File: config.mk
export PLATFORM = sky130hd
export DESIGN_NAME = sign_mag_serial_arbiter
export DESIGN_NICKNAME = d
export VERILOG_FILES = /design/src/rtl/sign_mag_serial_arbiter.sv
export SDC_FILE = /design/constraint.sdc
export NUM_CORES = 1
export LEC_CHECK = 0
export ABC_AREA = 1
export CORE_MARGIN = 5
export CORE_UTILIZATION = 48
export DETAILED_ROUTE_END_ITERATION = 16
export PLACE_DENSITY = 0.83
export SYNTH_ARGS = -nofsm -noshare
export SYNTH_HDL_FRONTEND = slang
export SYNTH_SLANG_ARGS = --single-unit
File: constraint.sdc
create_clock -name clk -period 1.35 [get_ports clk]
set_input_delay 0.3375 -clock clk [delete_from_list [all_inputs] [get_ports clk]]
set_output_delay 0.3375 -clock clk [all_outputs]
set_load 0.005 [all_outputs]
File: src/rtl/sign_mag_serial_arbiter.sv
// sign_mag_serial_arbiter: round-robin shared bit-serial two's-complement to sign-magnitude converter
module sign_mag_serial_arbiter #(
    parameter int WIDTH = 8
) (
    input  logic             clk,
    input  logic             reset,
    input  logic             req0,
    input  logic [WIDTH-1:0] val0,
    input  logic             req1,
    input  logic [WIDTH-1:0] val1,
    output logic             gnt0,
    output logic             gnt1,
    output logic             busy,
    output logic             done,
    output logic             done_id,
    output logic [WIDTH-1:0] res,
    output logic             ovf
);
    localparam int CW = (WIDTH > 2) ? $clog2(WIDTH) : 1;

    typedef enum logic [1:0] {IDLE, SHIFT, DONE} state_t;

    state_t           r_state, w_next;
    logic [WIDTH-1:0] r_op, r_res;
    logic [WIDTH-2:0] r_sh, w_sh;
    logic [CW-1:0]    r_cnt;
    logic             r_seen, r_id, r_last, r_gnt0, r_gnt1, r_ovf, r_done_id;
    logic             w_any, w_pick1, w_in, w_bit, w_last;

    assign w_any   = req0 | req1;
    // On a tie the requester that did not win last time gets the converter
    assign w_pick1 = req1 & (~req0 | ~r_last);
    assign w_in    = r_op[r_cnt];
    assign w_bit   = w_in ^ (r_op[WIDTH-1] & r_seen);
    assign w_sh    = (WIDTH-1)'({w_bit, r_sh} >> 1);
    assign w_last  = r_cnt == CW'(WIDTH - 2);

    assign gnt0    = r_gnt0;
    assign gnt1    = r_gnt1;
    assign res     = r_res;
    assign ovf     = r_ovf;
    assign done_id = r_done_id;

    always_ff @(posedge clk) begin
        if (reset) r_state <= IDLE;
        else       r_state <= w_next;
    end

    always_comb begin
        w_next = (r_state == IDLE)  ? (w_any  ? SHIFT : IDLE) :
                 (r_state == SHIFT) ? (w_last ? DONE  : SHIFT) : IDLE;
    end

    always_comb begin
        busy = r_state != IDLE;
        done = r_state == DONE;
    end

    always_ff @(posedge clk) begin
        if (reset) begin
            r_op      <= '0;
            r_sh      <= '0;
            r_cnt     <= '0;
            r_seen    <= 1'b0;
            r_id      <= 1'b0;
            r_last    <= 1'b1;
            r_gnt0    <= 1'b0;
            r_gnt1    <= 1'b0;
            r_res     <= '0;
            r_ovf     <= 1'b0;
            r_done_id <= 1'b0;
        end else begin
            r_gnt0 <= 1'b0;
            r_gnt1 <= 1'b0;
            if (r_state == IDLE && w_any) begin
                r_op   <= w_pick1 ? val1 : val0;
                r_id   <= w_pick1;
                r_last <= w_pick1;
                r_gnt0 <= ~w_pick1;
                r_gnt1 <= w_pick1;
                r_cnt  <= '0;
                r_seen <= 1'b0;
            end
            if (r_state == SHIFT) begin
                r_sh   <= w_sh;
                r_seen <= r_seen | w_in;
                r_cnt  <= r_cnt + CW'(1);
                // No 1 anywhere below a set sign bit means the input was the most negative value
                if (w_last) begin
                    r_res     <= {r_op[WIDTH-1], w_sh};
                    r_ovf     <= r_op[WIDTH-1] & ~(r_seen | w_in);
                    r_done_id <= r_id;
                end
            end
        end
    end
endmodule

Yosys cells after proc, flatten, opt, wreduce, memory -nomap -nowiden
Index checks and enable logic that the tools add are counted.
{ "totals": {"reg_bits": 35, "latch_bits": 0, "ramBits": 0, "romBits": 0, "word_cells": 46, "n_memories": 0} }
{ "classes": {"addsub": 1, "mul": 0, "div": 0, "magnitude_cmp": 1, "eq_ne": 3, "shift": 0, "muxes": 11, "n_bitwise": 12, "reduce_logical": 6} }
{ "op_table": {"columns": ["cell", "count"], "rows": [
  ["$mux 8", 1],
  ["$mux 2", 3],
  ["$mux 3", 2],
  ["$not 1->1", 5],
  ["$lt 3x4->1 const B", 1],
  ["$mux 1", 4],
  ["$reduce_bool 2->1", 2],
  ["$add 3x1->3 const B", 1],
  ["$and 1x1->1", 3],
  ["$bmux 1 s3", 1],
  ["$eq 3x3->1 const B", 1],
  ["$or 1x1->1", 3],
  ["$eq 2x1->1 const B", 1],
  ["$eq 2x2->1 const B", 1],
  ["$logic_not 2->1", 1],
  ["$reduce_and 2->1", 1],
  ["$reduce_or 2->1", 1],
  ["$logic_and 1x1->1", 1],
  ["$xor 1x1->1", 1]
]} }

Longest topological paths before layout
Gate-level depths: netlist of the first run.
{ "logic_depth": {"ltp_word": 5, "mapped_depth": 9} }

Worst setup path after synthesis of the first run
Ideal clock, no wire load.
{ "synth_timing": {"kind": "register -> register", "start": "register r_cnt[0]", "end": "register r_ovf (netlist: ovf)", "setup_ps": 66, "arrival_ps": 1178, "t_required_ps": 1284, "setup_slack_ps": 106, "stages_incl_launch_ff": 9, "n_path_buf": 0, "path_cell_list": "dfxtp_1 -> inv_2 -> ha_1 -> nand2_2 -> nor2_4 -> inv_4 -> nor2_4 -> nand3_2 -> a21oi_2"} }
{ "synth_between": {"elab_chain_cells": 5} }
{ "synth_lines": {"columns": ["item", "line", "rtl"], "rows": [
  ["start: declaration", "26", "logic [CW-1:0] r_cnt;"],
  ["start signal: assignment", "87", "r_cnt <= r_cnt + CW'(1);"],
  ["$bmux 1 s3", "33", "assign w_in = r_op[r_cnt];"],
  ["$mux 1 (not written as such)", "33", null],
  ["$or 1x1->1", "91", "r_ovf <= r_op[WIDTH-1] & ~(r_seen | w_in);"],
  ["$not 1->1", "91", null],
  ["$and 1x1->1", "91", null],
  ["end signal: assignment", "91", null],
  ["end: declaration", "27", "logic r_seen, r_id, r_last, r_gnt0, r_gnt1, r_ovf, r_done_id;"]
]} }
Several ways; a longest one is shown, not always the timed one. The select of a mux whose other input is x is not followed.
A chain may end at the register's enable or synchronous reset.

Worst setup path after layout of the first run
{ "layout_timing": {"start": "register r_done_id (netlist: done_id)", "end": "output port done_id"} }
{ "layout_lines": {"columns": ["item", "line", "rtl"], "rows": [
  ["start: declaration", "27", null],
  ["start signal: assignment", "92", "r_done_id <= r_id;"],
  ["end: declaration", "15", "output logic done_id,"]
]} }
No word-level cell between the ends.

==> flow_metrics.py, run 1 <==
metrics = {
    "global_routing": {
        "grt_use_total_pct": 15.50,
        "grt_max_degree": 18,
        "grt_pass1_wl_microns": 4988,
        "grt_util_met3_pct": 4.103,
        "grt.overflow.total": 0,
        "grt_util_met2_pct": 25.03,
        "gr-max-usage-layer": "met2",
        "antenna_found_initial": 0,
        "met1_usage_pct": 18.06,
        "grt_pass1_vias": 1162,
    },
    "timing": {
        "skew_ns": 0.01055,
        "maxSlewHeadroom_pct": 84.52,
        "setup_tns_ns": 0,
        "timing.final.crit_period_ns": 1.283,
        "hold_slack_ns": 0.4643,
        "worstMarginPinSlew_ns": 0.2310,
        "post-route-period-util_pct": 95.01,
        "fmax_mhz": 779.6,
        "rsz0062_at_grt": "no",
        "setup_viol": 0,
        "finalHoldViolCount": 0,
        "maxSlewViolCount": 0,
    },
    "synth": {
        "syn_nets": 215,
        "ys_ff_latch": 34,
        "ys_types": 22,
        "synth_area_per_cell_sq_um": 7.566,
        "netlist.area_leader.share_pct": 46.62,
        "netlist_area_sq_um": 1460,
        "synth_edf_count": 0,
        "yosys-top-cells-area": "dfxtp_1 47%, nand2_1 11%, inv_1 5.7%, o21ai_0 5.5%, nand3_1 4.5%",
        "syn_inst": 193,
        "synthFlopType": "dfxtp_1",
        "async_flop_share_pct": 0,
        "yosys_warnings": 0,
        "yosys.area.top_type": "dfxtp_1",
        "yosysSeqAreaShare_pct": 46.62,
    },
    "clocking": {
        "cts_buffers": 5,
        "cts_root_buf": "clkbuf_4",
        "cts_max_path_buffers": 2,
        "path_clk_slew_ns": 0.11,
        "clk_latency_ns": 0.36,
        "cts-htree-levels": 2,
        "numClockSinks": 34,
        "cts_tree": "yes",
    },
    "layout": {
        "multi_input_area_sq_um": 653.1,
        "drive_above_1_share_pct": 22.82,
        "mostFrequentLayoutCells": "43 x nand2_1, 22 x dfxtp_1, 21 x inv_1, 19 x clkdlybuf4s50_1, 16 x o21ai_0",
        "fillers": 271,
        "layout_commonest_cell": "nand2_1",
        "fin_area_sq_um": 1993,
        "area_delta_synth_final_pct": 36.50,
        "seq_area_sq_um": 695.7,
        "finalNetCount": 262,
        "insertedDiodeCount": 0,
        "post-route-util_pct": 66.93,
    },
    "floorplan": {
        "die_h_microns": 65.16,
        "dieArea_sq_um": 4245,
        "rows": 20,
        "core_area_sq_um": 2978,
        "start_util_pct": 49.03,
        "die_w_microns": 65.16,
        "io_pins": 34,
    },
    "setup_path": {
        "path_class": "flop to output pin",
        "crit_family": "flip-flops",
        "required_ns": 1.01,
        "worstSetupStartpointType": "flop",
        "crit_chain": "dlygate4sd2_1",
        "cpMaxStageDelayCell": "dfxtp_2",
        "critPathCaptureType": "output pin",
        "crit_buf_inv": 1,
        "max_stage_delay_ns": 0.34,
        "critical_path.max_fanout": 2,
        "worstPathArrival_ns": 0.95,
    },
    "placement": {
        "dp_hpwl_microns": 2136,
        "place_congestion": 0.8075,
        "post_dp_cell_area_sq_um": 1897,
        "port_buffers": 33,
    },
    "job": {
        "max_cap_violations": 0,
    },
    "power": {
        "ir_drop_mv": 0.7629,
        "p_total_uw": 2209,
        "p_per_area_nw_per_um2": 1108,
        "p_leak_uw": 0.0009181,
    },
    "detailed_routing": {
        "vias": 1348,
        "detail_route.wl_per_cell_microns": 11.33,
        "postRouteAntennaNets": 0,
        "route.detailed.drc": 0,
        "via_per_inst": 4.920,
        "finalWirelength_microns": 3105,
        "drtPass1Iterations": 4,
        "drt_iter0_markers": 45,
    },
    "hold_path": {
        "hold_class": "flop to flop",
    },
    "status": {
        "status": "complete, no violations",
    },
}
-- state kept, by name, indices dropped and copies added (netlist names), 2 cells and up --
register / cells
r_cnt: 3
res: 8
r_state: 2
r_op: 8
r_sh: 6
-- metal layers --
metal  wire (microns)  share of wire, %
met2             1460                47
met3              185               6.0
met4               87               2.8
met1             1371                44
met5                0                 0
-- path summary, 6_finish.rpt --
check,startpoint,to,slack (ns),depth (start not counted)
worst max-delay path,done_id,done_id,0.07,1
worst min-delay path,r_sh[3],res[2],0.46,2
worst max register to register,r_state[1],ovf,0.11,8
worst min register to register,r_sh[3],res[2],0.46,2
-- synth_stat cells, types with 3 or more instances --
library cell	count
nand2_1	43
dfxtp_1	34
inv_1	22
o21ai_0	16
nor2_1	14
nand3_1	13
a21oi_1	10
a31oi_1	8
nand2_2	6
nand3_2	5
inv_2	4
nor2_4	3
nor3_1	3
-- logic make-up after synthesis --
family | after synthesis | synth area share, %
buffers and inverters | 32 | 8.997
adders and majority gates | 2 | 1.714
DFF | 34 | 46.62
AOI/OAI and AO/OA | 38 | 14.23
and+or+nand+nor | 87 | 28.45
-- metrics by stage --
step	instances	worst slack [ns]
floorplan	193	0.1059
global placement	263	-0.1372
detailed placement	263	-0.1765
CTS	272	0.04602
global route	274	0.009856
finish	274	0.06732
-- layout make-up --
| class | instances | share of cell area [%] |
|---|---|---|
| clock buffers | 5 | 1.883 |
| clock inverters | 3 | 2.009 |
| inverters | 27 | 5.399 |
| multi-input cells | 127 | 32.77 |
| flip-flops and latches | 34 | 34.90 |
| well taps | 33 | 2.072 |
| repair buffers | 44 | 20.72 |
| repair inverters | 1 | 0.2511 |
-- report_power, final --
part,leakage (uW),switching (uW),total (uW),internal (uW)
Combinational,0.000589,195,366,171
Clock,0.0000450,363,746,383
Sequential,0.000284,33.3,1100,1060
Total,0.000918,591,2210,1620
-- timing repair --
action / CTS / global route
resized for setup: 32 / 2
pin swaps: 0 / 1
setup endpoints to repair: 14 / 11
setup buffers: 1 / 1
cloned: 0 / 1
hold buffers: 0 / 0
Power figures use the tool's default switching activity.
==> run 2, diff against run 1 <==
--- a/config.mk
+++ b/config.mk
@@ -9,7 +9,7 @@
 export CORE_MARGIN = 5
 export CORE_UTILIZATION = 48
 export DETAILED_ROUTE_END_ITERATION = 16
-export PLACE_DENSITY = 0.83
+export PLACE_DENSITY_LB_ADDON = 0.05
 export SYNTH_ARGS = -nofsm -noshare
 export SYNTH_HDL_FRONTEND = slang
 export SYNTH_SLANG_ARGS = --single-unit
==> constraint.sdc (replaced) <==
create_clock -name clk -period 1.35 [get_ports clk]
set_input_delay 0.3375 -clock clk [delete_from_list [all_inputs] [get_ports clk]]
set_output_delay 0.3375 -clock clk [all_outputs]
set_load 0.05 [all_outputs]
==> flow_metrics.py, run 2 (synthesized netlist as in run 1, its figures left out) <==
metrics = {
    "setup_path": {
        "worstSetupStartpointType": "flop",
        "r2r-start": "r_cnt[0]",
        "worstPathArrival_ns": 1.03,
        "critPathCaptureType": "output pin",
        "path_class": "flop to output pin",
        "r2r-end": "res[3]",
        "rr_worst_depth": 8,
        "r2r_slack_ns": 0.07,
        "required_ns": 1.01,
        "critical_path.max_fanout": 3,
    },
    "power": {
        "p_leak_uw": 0.0009651,
        "ir_drop_mv": 0.6248,
        "p_total_uw": 2282,
        "p_per_area_nw_per_um2": 1007,
    },
    "detailed_routing": {
        "route.detailed.drc": 0,
        "finalWirelength_microns": 3370,
        "via_per_inst": 5.093,
        "vias": 1431,
        "drtPass1Iterations": 4,
        "drt_iter0_markers": 83,
        "postRouteAntennaNets": 0,
        "detail_route.wl_per_cell_microns": 11.99,
    },
    "layout": {
        "insertedDiodeCount": 0,
        "layout_commonest_cell": "nand2_1",
        "mostFrequentLayoutCells": "43 x nand2_1, 31 x dfxtp_1, 19 x inv_1, 19 x clkdlybuf4s50_1",
        "drive_above_1_share_pct": 29.03,
        "fin_area_sq_um": 2265,
        "area_delta_synth_final_pct": 55.10,
        "fillers": 212,
        "fin_cells": 281,
        "finalNetCount": 269,
    },
    "clocking": {
        "clk_latency_ns": 0.34,
        "cts_buffers": 5,
        "cts_root_buf": "clkbuf_4",
        "cts_tree": "yes",
        "numClockSinks": 34,
        "cts_max_path_buffers": 2,
        "cts-htree-levels": 2,
        "path_clk_slew_ns": 0.11,
        "ctsHoldBuffers": 0,
    },
    "placement": {
        "dp_hpwl_microns": 2545,
        "port_buffers": 33,
        "place_congestion": 0.8469,
        "post_dp_cell_area_sq_um": 2044,
        "place_inst": 264,
    },
    "floorplan": {
        "rows": 20,
        "die_h_microns": 65.16,
        "die_w_microns": 65.16,
        "io_pins": 34,
        "start_util_pct": 49.03,
        "core_area_sq_um": 2978,
        "dieArea_sq_um": 4245,
    },
    "timing": {
        "skew_ns": 0.01366,
        "finalHoldViolCount": 0,
        "fmax_mhz": 731.5,
        "post-route-period-util_pct": 101.3,
        "setup_viol": 1,
        "worstMarginPinSlew_ns": 0.2228,
        "maxSlewHeadroom_pct": 85.13,
        "rsz0062_at_grt": "yes",
        "worst_slack_ns": -0.01701,
        "maxSlewViolCount": 0,
        "timing.final.crit_period_ns": 1.367,
    },
    "job": {
        "max_cap_violations": 0,
    },
    "global_routing": {
        "grt_pass1_wl_microns": 5858,
        "grt_max_degree": 18,
        "grt.overflow.total": 0,
        "grt_use_total_pct": 17.47,
        "antenna_found_initial": 0,
        "grt_pass1_vias": 1420,
    },
    "hold_path": {
        "min_to": "res[2]",
        "hold_class": "flop to flop",
        "hold_path.startpoint": "r_sh[3]",
        "hold_depth": 2,
    },
    "status": {
        "violations": "negative setup slack",
        "status": "finished with violations",
    },
}
## run 2: cell count changes in the layout (fill, tap and decap cells not counted), sizes merged
| cell | change |
|---|---|
| buf | +20 |
| clkinv | +1 |
| inv | -1 |
| dlygate4sd2 | -12 |
| clkinvlp | -1 |
## run 2: through the flow
stage                     utilization [%]  setup slack (ns)  setup TNS [ns]  hold WS (ns)
after floorplan                         -           0.01702               0        0.4287
after detailed placement            68.66           -0.2297          -2.111        0.4549
after CTS                           71.64          -0.01474        -0.01896        0.4715
after global placement              68.66           -0.1351          -1.641        0.4510
after global routing                76.05          -0.05967         -0.1274        0.5094
final                               76.05          -0.01701        -0.01701        0.4804
## run 2: worst max-delay path, stage by stage (launching register included)
cell,delay [ns]
dfxtp_2,0.35
inv_4,0.11
nand2_4,0.08
buf_12,0.15
## run 2: timing repair
item                                    4_1_cts  5_1_grt
setup buffers                                 1        8
endpoints found under the setup margin        2       12
gates resized for setup                       2       19
pin swaps                                     0        3
## run 2: how the worst max path moves through the flow
stage / startpoint / end / slack, ns / depth (start not counted)
6_report: r_state[1] / busy / -0.02 / 3
4_1_cts: r_state[1] / done / -0.01 / 3
2_1_floorplan: r_state[1] / done / 0.02 / 2
3_3_place_gp: req0 / r_cnt[1] / -0.14 / 8
5_1_grt: r_state[1] / busy / -0.06 / 3
3_5_place_dp: req0 / r_cnt[1] / -0.23 / 8
## run 2: final cells by class
class,instances,area (sq um),area share (%)
multi-input cells,127,700.7,30.94
inverters,27,112.6,4.972
clock inverters,3,40.04,1.768
flip-flops and latches,34,686.9,30.33
repair buffers,52,645.6,28.51
clock buffers,5,37.54,1.657
well taps,33,41.29,1.823
## run 2: power by group
part	total, uW	switching, uW	internal, uW
logic	448	229	219
registers	1100	38.8	1060
clock network	731	348	383
total	2280	616	1670
## run 2: per-layer routing
metal	part of all wire [%]	track usage (%)	vias up
met5	0	0	-
met2	52	32.57	46
li1	-	-	730
met4	1.3	5.699	0
met3	6.8	4.786	6
met1	40	18.98	649
